[config.mk]
export PLATFORM = sky130hd
export DESIGN_NAME = custom_axi_ip_regs_flat
export DESIGN_NICKNAME = d
export VERILOG_FILES = /design/src/rtl/custom_axi_ip_pkg.sv /design/src/rtl/custom_axi_ip_regs_if.sv /design/src/rtl/custom_axi_ip_seq.sv /design/src/rtl/custom_axi_ip_regs.sv /design/src/flat_wrapper.sv
export SDC_FILE = /design/constraint.sdc
export NUM_CORES = 1
export LEC_CHECK = 0
export ABC_AREA = 1
export BUFFER_PORTS_ARGS = -buffer_cell sky130_fd_sc_hd__buf_4
export CAP_MARGIN = 5
export CORE_ASPECT_RATIO = 1.2
export CORE_UTILIZATION = 30
export CTS_CLUSTER_SIZE = 20
export DETAILED_ROUTE_END_ITERATION = 8
export PLACE_DENSITY = 0.62
export RECOVER_POWER = 50
export SKIP_LAST_GASP = 1
export SLEW_MARGIN = 25
export SYNTH_ARGS = -nofsm -noshare
export SYNTH_HDL_FRONTEND = slang
export SYNTH_SLANG_ARGS = --single-unit
[constraint.sdc]
create_clock -name clk_i -period 1.31 [get_ports clk_i]
set_input_delay 0.0655 -clock clk_i [delete_from_list [all_inputs] [get_ports clk_i]]
set_output_delay 0.0655 -clock clk_i [all_outputs]
set_load 0.01 [all_outputs]
[src/rtl/custom_axi_ip_pkg.sv]
// rtl/custom_axi_ip_pkg.sv - shared types and register map for the custom_axi_ip front-end
package custom_axi_ip_pkg;

   // Core state as reported on status_i
   typedef enum logic [1:0] {
      ST_IDLE  = 2'd0,
      ST_BUSY  = 2'd1,
      ST_DONE  = 2'd2,
      ST_ERROR = 2'd3
   } status_e;

   // Register word indices (byte address bits [3:2])
   localparam logic [1:0] REG_CTRL   = 2'd0;
   localparam logic [1:0] REG_DIN    = 2'd1;
   localparam logic [1:0] REG_RESULT = 2'd2;
   localparam logic [1:0] REG_STATUS = 2'd3;

   // CTRL bit positions
   localparam int CTRL_START_BIT = 0;
   localparam int CTRL_CLR_BIT   = 1;

   // STATUS bit positions
   localparam int STATUS_BUSY_BIT    = 0;
   localparam int STATUS_DONE_BIT    = 1;
   localparam int STATUS_TIMEOUT_BIT = 2;
   localparam int STATUS_CORE_LSB    = 4;

   typedef enum logic [1:0] {
      RESP_OKAY   = 2'b00,
      RESP_EXOKAY = 2'b01,
      RESP_SLVERR = 2'b10,
      RESP_DECERR = 2'b11
   } axi_resp_e;

   typedef enum logic [1:0] {
      SEQ_IDLE  = 2'd0,
      SEQ_RUN   = 2'd1,
      SEQ_DRAIN = 2'd2
   } seq_state_e;

   // RESULT and STATUS are read-only; writes to them are rejected
   function automatic logic is_ro_reg(input logic [1:0] idx);
      return (idx == REG_RESULT) || (idx == REG_STATUS);
   endfunction

endpackage

[src/rtl/custom_axi_ip_regs_if.sv]
// rtl/custom_axi_ip_regs_if.sv - AXI4-Lite slave bus bundle for the register front-end
interface custom_axi_ip_regs_if
   import custom_axi_ip_pkg::*;
#(
   parameter int ADDR_WIDTH = 4
) ();
   logic [ADDR_WIDTH-1:0] s_awaddr;
   logic                  s_awvalid;
   logic                  s_awready;
   logic [31:0]           s_wdata;
   logic [3:0]            s_wstrb;
   logic                  s_wvalid;
   logic                  s_wready;
   axi_resp_e             s_bresp;
   logic                  s_bvalid;
   logic                  s_bready;
   logic [ADDR_WIDTH-1:0] s_araddr;
   logic                  s_arvalid;
   logic                  s_arready;
   logic [31:0]           s_rdata;
   axi_resp_e             s_rresp;
   logic                  s_rvalid;
   logic                  s_rready;

   modport master (
      output s_awaddr, s_awvalid, s_wdata, s_wstrb, s_wvalid, s_bready,
             s_araddr, s_arvalid, s_rready,
      input  s_awready, s_wready, s_bresp, s_bvalid, s_arready, s_rdata,
             s_rresp, s_rvalid
   );

   modport slave (
      input  s_awaddr, s_awvalid, s_wdata, s_wstrb, s_wvalid, s_bready,
             s_araddr, s_arvalid, s_rready,
      output s_awready, s_wready, s_bresp, s_bvalid, s_arready, s_rdata,
             s_rresp, s_rvalid
   );
endinterface

[src/rtl/custom_axi_ip_seq.sv]
// rtl/custom_axi_ip_seq.sv - run sequencer: holds core enable until result or timeout, then drains
module custom_axi_ip_seq
   import custom_axi_ip_pkg::*;
#(
   parameter int TIMEOUT_CYCLES = 16
) (
   input  logic        clk_i,
   input  logic        rst_i,
   input  logic        start_i,
   input  logic [32:0] dout_i,
   input  logic        result_present_i,
   output logic        enable_o,
   output logic        busy_o,
   output logic        result_we_o,
   output logic [31:0] result_o,
   output logic        done_set_o,
   output logic        timeout_set_o
);
   localparam int CNT_W = (TIMEOUT_CYCLES > 1) ? $clog2(TIMEOUT_CYCLES) : 1;
   localparam logic [CNT_W-1:0] CNT_LAST = CNT_W'(TIMEOUT_CYCLES - 1);

   seq_state_e       state_q, state_d;
   logic [CNT_W-1:0] cnt_q, cnt_d;

   // State and timeout counter registers
   always_ff @(posedge clk_i) begin
      if (rst_i) begin
         state_q <= SEQ_IDLE;
         cnt_q   <= '0;
      end else begin
         state_q <= state_d;
         cnt_q   <= cnt_d;
      end
   end

   // Next state: a valid result wins over a timeout expiring in the same cycle
   always_comb begin
      state_d       = state_q;
      cnt_d         = cnt_q;
      result_we_o   = 1'b0;
      done_set_o    = 1'b0;
      timeout_set_o = 1'b0;
      case (state_q)
         SEQ_IDLE: begin
            if (start_i) begin
               state_d = SEQ_RUN;
               cnt_d   = '0;
            end
         end
         SEQ_RUN: begin
            if (result_present_i && dout_i[0]) begin
               result_we_o = 1'b1;
               done_set_o  = 1'b1;
               state_d     = SEQ_DRAIN;
            end else if (cnt_q == CNT_LAST) begin
               timeout_set_o = 1'b1;
               state_d       = SEQ_DRAIN;
            end else begin
               cnt_d = cnt_q + 1'b1;
            end
         end
         SEQ_DRAIN: begin
            if (!result_present_i) begin
               state_d = SEQ_IDLE;
            end
         end
         default: state_d = SEQ_IDLE;
      endcase
   end

   // Enable is decoded from the registered state, so it is glitch-free
   assign enable_o = (state_q == SEQ_RUN);
   assign busy_o   = (state_q != SEQ_IDLE);
   assign result_o = dout_i[32:1];

endmodule

[src/rtl/custom_axi_ip_regs.sv]
// rtl/custom_axi_ip_regs.sv - AXI4-Lite register front-end driving the custom_axi_ip core
module custom_axi_ip_regs
   import custom_axi_ip_pkg::*;
#(
   parameter int ADDR_WIDTH     = 4,
   parameter int TIMEOUT_CYCLES = 16
) (
   input  logic                 clk_i,
   input  logic                 rst_i,
   custom_axi_ip_regs_if.slave  s,
   output logic [31:0]          din_o,
   output logic                 enable_o,
   input  logic [32:0]          dout_i,
   input  logic [1:0]           enable_out_i,
   input  status_e              status_i
);
   // Write holding registers
   logic [1:0]  aw_idx_q;
   logic        aw_full_q;
   logic [31:0] w_data_q;
   logic [3:0]  w_strb_q;
   logic        w_full_q;

   // Response and read-data registers
   logic        bvalid_q;
   axi_resp_e   bresp_q;
   logic        rvalid_q;
   logic [31:0] rdata_q;
   logic [31:0] rdata_d;

   // Architectural registers
   logic [31:0] din_q;
   logic [31:0] result_q;
   logic        done_q;
   logic        timeout_q;

   // Sequencer interface
   logic        seq_busy;
   logic        seq_result_we;
   logic [31:0] seq_result;
   logic        seq_done_set;
   logic        seq_timeout_set;

   logic        commit;
   logic        wr_ro;
   logic        start_cmd;
   logic        clr_cmd;
   logic        ar_hs;
   logic [31:0] status_word;
   logic        unused_ok;

   assign s.s_awready = !rst_i && !aw_full_q;
   assign s.s_wready  = !rst_i && !w_full_q;
   assign s.s_arready = !rst_i && !rvalid_q;
   assign s.s_bvalid  = bvalid_q;
   assign s.s_bresp   = bresp_q;
   assign s.s_rvalid  = rvalid_q;
   assign s.s_rdata   = rdata_q;
   assign s.s_rresp   = RESP_OKAY;

   // One write in flight: it commits only once the previous response is taken
   assign commit    = aw_full_q && w_full_q && !bvalid_q;
   assign wr_ro     = is_ro_reg(aw_idx_q);
   assign start_cmd = commit && (aw_idx_q == REG_CTRL) && w_strb_q[0] && w_data_q[CTRL_START_BIT];
   assign clr_cmd   = commit && (aw_idx_q == REG_CTRL) && w_strb_q[0] && w_data_q[CTRL_CLR_BIT];
   assign ar_hs     = s.s_arvalid && s.s_arready;

   // AW and W are captured independently and released together on commit
   always_ff @(posedge clk_i) begin
      if (rst_i) begin
         aw_idx_q  <= '0;
         aw_full_q <= 1'b0;
         w_data_q  <= '0;
         w_strb_q  <= '0;
         w_full_q  <= 1'b0;
      end else begin
         if (s.s_awvalid && s.s_awready) begin
            aw_idx_q  <= s.s_awaddr[3:2];
            aw_full_q <= 1'b1;
         end else if (commit) begin
            aw_full_q <= 1'b0;
         end
         if (s.s_wvalid && s.s_wready) begin
            w_data_q <= s.s_wdata;
            w_strb_q <= s.s_wstrb;
            w_full_q <= 1'b1;
         end else if (commit) begin
            w_full_q <= 1'b0;
         end
      end
   end

   // Write response: raised the cycle after commit, held until bready
   always_ff @(posedge clk_i) begin
      if (rst_i) begin
         bvalid_q <= 1'b0;
         bresp_q  <= RESP_OKAY;
      end else if (commit) begin
         bvalid_q <= 1'b1;
         bresp_q  <= wr_ro ? RESP_SLVERR : RESP_OKAY;
      end else if (bvalid_q && s.s_bready) begin
         bvalid_q <= 1'b0;
      end
   end

   // DIN with per-byte strobes; changes reach din_o straight away
   always_ff @(posedge clk_i) begin
      if (rst_i) begin
         din_q <= '0;
      end else if (commit && (aw_idx_q == REG_DIN)) begin
         for (int b = 0; b < 4; b++) begin
            if (w_strb_q[b]) begin
               din_q[8*b +: 8] <= w_data_q[8*b +: 8];
            end
         end
      end
   end

   // Result capture and sticky flags; a set in the same cycle as CLR wins
   always_ff @(posedge clk_i) begin
      if (rst_i) begin
         result_q  <= '0;
         done_q    <= 1'b0;
         timeout_q <= 1'b0;
      end else begin
         if (clr_cmd) begin
            done_q    <= 1'b0;
            timeout_q <= 1'b0;
         end
         if (seq_done_set) begin
            done_q <= 1'b1;
         end
         if (seq_timeout_set) begin
            timeout_q <= 1'b1;
         end
         if (seq_result_we) begin
            result_q <= seq_result;
         end
      end
   end

   assign status_word = {26'd0, status_i, 1'b0, timeout_q, done_q, seq_busy};

   // Read mux over current register values (pre-update on a coincident write)
   always_comb begin
      rdata_d = '0;
      case (s.s_araddr[3:2])
         REG_CTRL:   rdata_d = '0;
         REG_DIN:    rdata_d = din_q;
         REG_RESULT: rdata_d = result_q;
         REG_STATUS: rdata_d = status_word;
         default:    rdata_d = '0;
      endcase
   end

   // Registered read data, held until rready
   always_ff @(posedge clk_i) begin
      if (rst_i) begin
         rvalid_q <= 1'b0;
         rdata_q  <= '0;
      end else if (ar_hs) begin
         rvalid_q <= 1'b1;
         rdata_q  <= rdata_d;
      end else if (rvalid_q && s.s_rready) begin
         rvalid_q <= 1'b0;
      end
   end

   custom_axi_ip_seq #(
      .TIMEOUT_CYCLES (TIMEOUT_CYCLES)
   ) u_seq (
      .clk_i            (clk_i),
      .rst_i            (rst_i),
      .start_i          (start_cmd),
      .dout_i           (dout_i),
      .result_present_i (enable_out_i[0]),
      .enable_o         (enable_o),
      .busy_o           (seq_busy),
      .result_we_o      (seq_result_we),
      .result_o         (seq_result),
      .done_set_o       (seq_done_set),
      .timeout_set_o    (seq_timeout_set)
   );

   assign din_o     = din_q;
   assign unused_ok = ^{s.s_awaddr[1:0], s.s_araddr[1:0], enable_out_i[1]};

endmodule
[src/flat_wrapper.sv]
// flat-port wrapper written by rule: the top's interface ports become plain ports
module custom_axi_ip_regs_flat import custom_axi_ip_pkg::*;
#(
   parameter int ADDR_WIDTH     = 4,
   parameter int TIMEOUT_CYCLES = 16
)
  (clk_i, rst_i, din_o, enable_o, dout_i, enable_out_i, status_i, s_s_awaddr, s_s_awvalid, s_s_wdata, s_s_wstrb, s_s_wvalid, s_s_bready, s_s_araddr, s_s_arvalid, s_s_rready, s_s_awready, s_s_wready, s_s_bresp, s_s_bvalid, s_s_arready, s_s_rdata, s_s_rresp, s_s_rvalid);
  custom_axi_ip_regs_if #(.ADDR_WIDTH(ADDR_WIDTH)) s_i ();
  input  logic clk_i;
  input  logic rst_i;
  output logic [31:0] din_o;
  output logic enable_o;
  input  logic [32:0] dout_i;
  input  logic [1:0] enable_out_i;
  input  status_e status_i;
  input wire logic [$bits(s_i.s_awaddr)-1:0] s_s_awaddr;
  input wire logic [$bits(s_i.s_awvalid)-1:0] s_s_awvalid;
  input wire logic [$bits(s_i.s_wdata)-1:0] s_s_wdata;
  input wire logic [$bits(s_i.s_wstrb)-1:0] s_s_wstrb;
  input wire logic [$bits(s_i.s_wvalid)-1:0] s_s_wvalid;
  input wire logic [$bits(s_i.s_bready)-1:0] s_s_bready;
  input wire logic [$bits(s_i.s_araddr)-1:0] s_s_araddr;
  input wire logic [$bits(s_i.s_arvalid)-1:0] s_s_arvalid;
  input wire logic [$bits(s_i.s_rready)-1:0] s_s_rready;
  output wire logic [$bits(s_i.s_awready)-1:0] s_s_awready;
  output wire logic [$bits(s_i.s_wready)-1:0] s_s_wready;
  output wire logic [$bits(s_i.s_bresp)-1:0] s_s_bresp;
  output wire logic [$bits(s_i.s_bvalid)-1:0] s_s_bvalid;
  output wire logic [$bits(s_i.s_arready)-1:0] s_s_arready;
  output wire logic [$bits(s_i.s_rdata)-1:0] s_s_rdata;
  output wire logic [$bits(s_i.s_rresp)-1:0] s_s_rresp;
  output wire logic [$bits(s_i.s_rvalid)-1:0] s_s_rvalid;
  assign s_i.s_awaddr = s_s_awaddr;
  assign s_i.s_awvalid = s_s_awvalid;
  assign s_i.s_wdata = s_s_wdata;
  assign s_i.s_wstrb = s_s_wstrb;
  assign s_i.s_wvalid = s_s_wvalid;
  assign s_i.s_bready = s_s_bready;
  assign s_i.s_araddr = s_s_araddr;
  assign s_i.s_arvalid = s_s_arvalid;
  assign s_i.s_rready = s_s_rready;
  assign s_s_awready = s_i.s_awready;
  assign s_s_wready = s_i.s_wready;
  assign s_s_bresp = s_i.s_bresp;
  assign s_s_bvalid = s_i.s_bvalid;
  assign s_s_arready = s_i.s_arready;
  assign s_s_rdata = s_i.s_rdata;
  assign s_s_rresp = s_i.s_rresp;
  assign s_s_rvalid = s_i.s_rvalid;
  custom_axi_ip_regs #(.ADDR_WIDTH(ADDR_WIDTH), .TIMEOUT_CYCLES(TIMEOUT_CYCLES)) u_core (.clk_i(clk_i), .rst_i(rst_i), .s(s_i), .din_o(din_o), .enable_o(enable_o), .dout_i(dout_i), .enable_out_i(enable_out_i), .status_i(status_i));
endmodule
==> impl_metrics.py <==
metrics = {
    "synthesis": {
        "synth_top_area_share_pct": 50.9,
        "syn_area_per_cell_um2": 7.31,
        "synthTopCellsByArea": "dfxtp_1 51%, nand2_1 12%, nor2_1 9.6%",
        "yosysTopAreaCell": "dfxtp_1",
        "synth_top_family_by_area": "simple AND/OR/NAND/NOR gates",
        "cell_count_after_synthesis": 791,
        "yosys_warnings": 0,
        "synth_simple_gate_area_share_pct": 26.4,
        "synth_area_um2": 5790,
        "portion_of_the_post_synthesis_area_used_by_sequential_elements_pct": 50.9,
        "post_synth_xor_area_fraction_pct": 0,
        "yosys.area_share.adder_pct": 0.216,
        "ys_types": 29,
        "post_synthesis_compound_gate_area_fraction_pct": 14.9,
        "yosys-mux-area-fraction_pct": 0,
        "synth_seq_cells": 147,
    },
    "sta": {
        "rsz0062_at_grt": "true",
        "setup_viol_count_final": 13,
        "hold_ws_ns": 0.0337,
        "timing.fmax_mhz": 751,
        "final_max_slew_viols": 0,
        "postLayoutSetupSlackWorst_ns": -0.0211,
        "final_period_minus_worst_setup_slack_ns": 1.33,
        "timing.final.crit_share_pct": 102,
        "hold_viol_final": 0,
        "final.setup_skew_ns": 0.00538,
    },
    "layout": {
        "final_design_area_no_fill_um2": 9070,
        "final_layout_size_suffix_gt1_share_pct": 25.3,
        "finalNetCount": 1125,
        "final_cell_mix": "185 x nand2_1, 146 x buf_4, 141 x nor2_1, 141 x dfxtp_1, 93 x a21oi_1",
        "n_antenna_cell": 0,
        "synthesis_to_finish_area_growth_pct": 56.7,
        "layout_commonest_cell": "nand2_1",
    },
    "clock_network": {
        "numClockSinks": 147,
        "cts_inserted_buffers": 17,
        "clock_path_buffers": 2,
        "htree_num_levels": 4,
        "cts_tree": "yes",
        "cts.root.buffer_cell": "clkbuf_16",
        "cts.reportedPaths.clkPinSlew_ns": 0.06,
        "clock_insertion_delay_worst_skew_ns": 0.41,
    },
    "worst_hold_path": {
        "worst_hold_path_type": "input port to register",
        "hold_path_depth": 5,
    },
    "setup_path": {
        "worstPathCellList": "inv_2 > nand3_4 > nor3_4 > buf_12 > nand2_4 > nor2_1 > nor2_1",
        "critical_path.most_common_cell": "nor2_1",
        "worstPathRequired_ns": 1.62,
        "timing.critical_path.fanout_max": 8,
        "worst-path-stages": 7,
        "cpMaxStageDelayCell": "dfxtp_2",
        "cpPeakStageDelay_ns": 0.32,
        "setup.worst_path.class": "register to register",
        "end_kind": "register",
        "worstPathArrival_ns": 1.64,
        "critical_path_buf_inv_count": 2,
        "start_kind": "register",
        "crit_family": "simple AND/OR/NAND/NOR gates",
        "rr_worst_depth": 7,
    },
    "pwr": {
        "vdd_drop_max_v": 0.000787,
        "power_density_nw_per_um2": 1150,
        "leakage_nw": 4.00,
    },
    "floorplan": {
        "initial_core_util_pct": 30.7,
        "i_o_pins": 162,
        "core_footprint_um2": 18900,
        "fp-row-count": 55,
        "die-height_um": 154,
        "die-area_um2": 19800,
        "fp.dieW_um": 129,
    },
    "route": {
        "drt_drc_violations_left": 0,
        "number_of_routed_nets_with_antenna_violations": 0,
        "vias_per_cell": 4.46,
        "routed_wire_length_per_instance_um": 14.6,
        "total_number_of_vias": 5824,
        "drt-total-wl_mm": 19.0,
        "drt_first_iter_violations": 280,
        "dr.pass1.iters": 4,
    },
    "global_routing": {
        "first_global_vias": 5531,
        "grt_usage_pct": 18.0,
        "grt_overflow_total": 0,
        "grt_antenna_before_repair": 0,
        "grt_pass1_wl_mm": 27.6,
        "grt_start_max_net_pins": 73,
    },
    "place": {
        "cell_area_after_placement_um2": 7440,
        "dpl.hpwl_mm": 11.1,
        "gpl.final_weighted_congestion": 0.816,
        "count_of_buffers_inserted_at_the_top_level_ports": 153,
    },
    "job": {
        "max_cap_violations": 0,
    },
    "status": {
        "status": "finished, violations left",
        "failed_checks": "negative setup slack",
    },
}
-- what timing repair did --
action	4_1_cts	5_1_grt
setup buffers	2	3
cloned	1	8
pin swaps	2	37
endpoints found under the hold margin	74	0
setup endpoints to repair	44	128
gates resized for setup	8	95
hold buffers	74	0
-- per-stage QoR --
| step | total power [W] | worst slack, ns | util, % | cells | setup TNS (ns) |
|---|---|---|---|---|---|
| finish | 0.0104 | -0.0211 | 48.1 | 1305 | -0.151 |
| global route | 0.0108 | -0.139 | 48.1 | 1305 | -4.46 |
| CTS | 0.0105 | -0.0116 | 46.5 | 1294 | -0.0893 |
| detailed placement | 0.00588 | -0.0650 | 39.4 | 1185 | -1.07 |
| global placement | 0.00587 | -0.0438 | 39.4 | 1185 | -0.0831 |
| floorplan | 0.00530 | 0.0347 | - | 793 | 0 |
-- cells by family (layout without fill, tap and decap cells) --
family,Yosys count,after routing
buffers and inverters,100,354
AOI/OAI and AO/OA,167,167
other,1,3
and+or+nand+nor,375,377
DFF,147,147
adders and majority gates,1,1
-- routing by layer --
layer	part of all wire [%]	GRT usage, %	vias up
li1	-	-	3006
met1	44	21.9	2651
met2	50	31.1	150
met3	4.4	4.56	17
met4	1.3	5.21	0
met5	0	0	-
-- registers in the layout (all words and copies together), names as in the netlist --
| signal | count |
|---|---|
| u_core.din_o | 32 |
| u_core.result_q | 32 |
| u_core.s.s_rdata | 32 |
| u_core.w_data_q | 32 |
| u_core.u_seq.cnt_q | 4 |
| u_core.w_strb_q | 4 |
| u_core.aw_idx_q | 2 |
| u_core.u_seq.state_q | 2 |
| u_core.aw_full_q | 1 |
| u_core.done_q | 1 |
| u_core.s.s_bresp | 1 |
| u_core.s.s_bvalid | 1 |
| u_core.s.s_rvalid | 1 |
| u_core.timeout_q | 1 |
| u_core.w_full_q | 1 |
-- worst min-delay path, stage by stage --
cell and delay, ns:
buf_4 0.08, nand2_1 0.04, nand3_1 0.07, nand2_1 0.04
a21oi_1 0.11
-- power breakdown --
group	internal, W	switching [W]	leakage (nW)
combinational	0.000617	0.000588	2.54
sequential	0.00467	0.000115	1.20
clock	0.00256	0.00185	0.259
total	0.00784	0.00256	4.00
-- path summary, 6_finish.rpt --
| check | startpoint | to | slack (ns) |
|---|---|---|---|
| setup reg to reg | u_core.s.s_bvalid | u_core.din_o[19] | -0.02 |
| hold / removal | status_i[0] | u_core.s.s_rdata[4] | 0.03 |
| hold reg to reg | u_core.s.s_rdata[1] | u_core.s.s_rdata[1] | 0.46 |
| setup / recovery | u_core.s.s_bvalid | u_core.din_o[19] | -0.02 |
-- area by class of cell --
cell class	count	area (um2)
Multi-Input combinational cell	548	2620
Fill cell	1887	9790
Timing Repair Buffer	272	2450
Clock buffer	23	478
Inverter	50	193
Clock inverter	9	56.3
Sequential cell	147	2950
Tap cell	256	320
-- synth_stat cells --
| library cell | instances |
|---|---|
| nor2_4 | 1 |
| ha_1 | 1 |
| a211oi_1 | 1 |
| buf_2 | 21 |
| or2_2 | 2 |
| nor4_4 | 1 |
| inv_1 | 50 |
| nand3_1 | 20 |
| nand2_1 | 192 |
| nand3b_1 | 2 |
| a21oi_1 | 93 |
| dfxtp_1 | 147 |
| buf_1 | 3 |
| clkbuf_1 | 20 |
| nor3b_1 | 1 |
| buf_6 | 3 |
| nand4_1 | 1 |
| a21boi_0 | 1 |
| buf_4 | 3 |
| conb_1 | 1 |
| nand2_4 | 2 |
| nor3_4 | 1 |
| nor3_2 | 1 |
| nor2_2 | 1 |
| nand3_4 | 1 |
| o31ai_1 | 9 |
| nor3_1 | 1 |
| nor2_1 | 148 |
| o21ai_0 | 63 |
No activity file was read; power rests on OpenSTA's default activity.
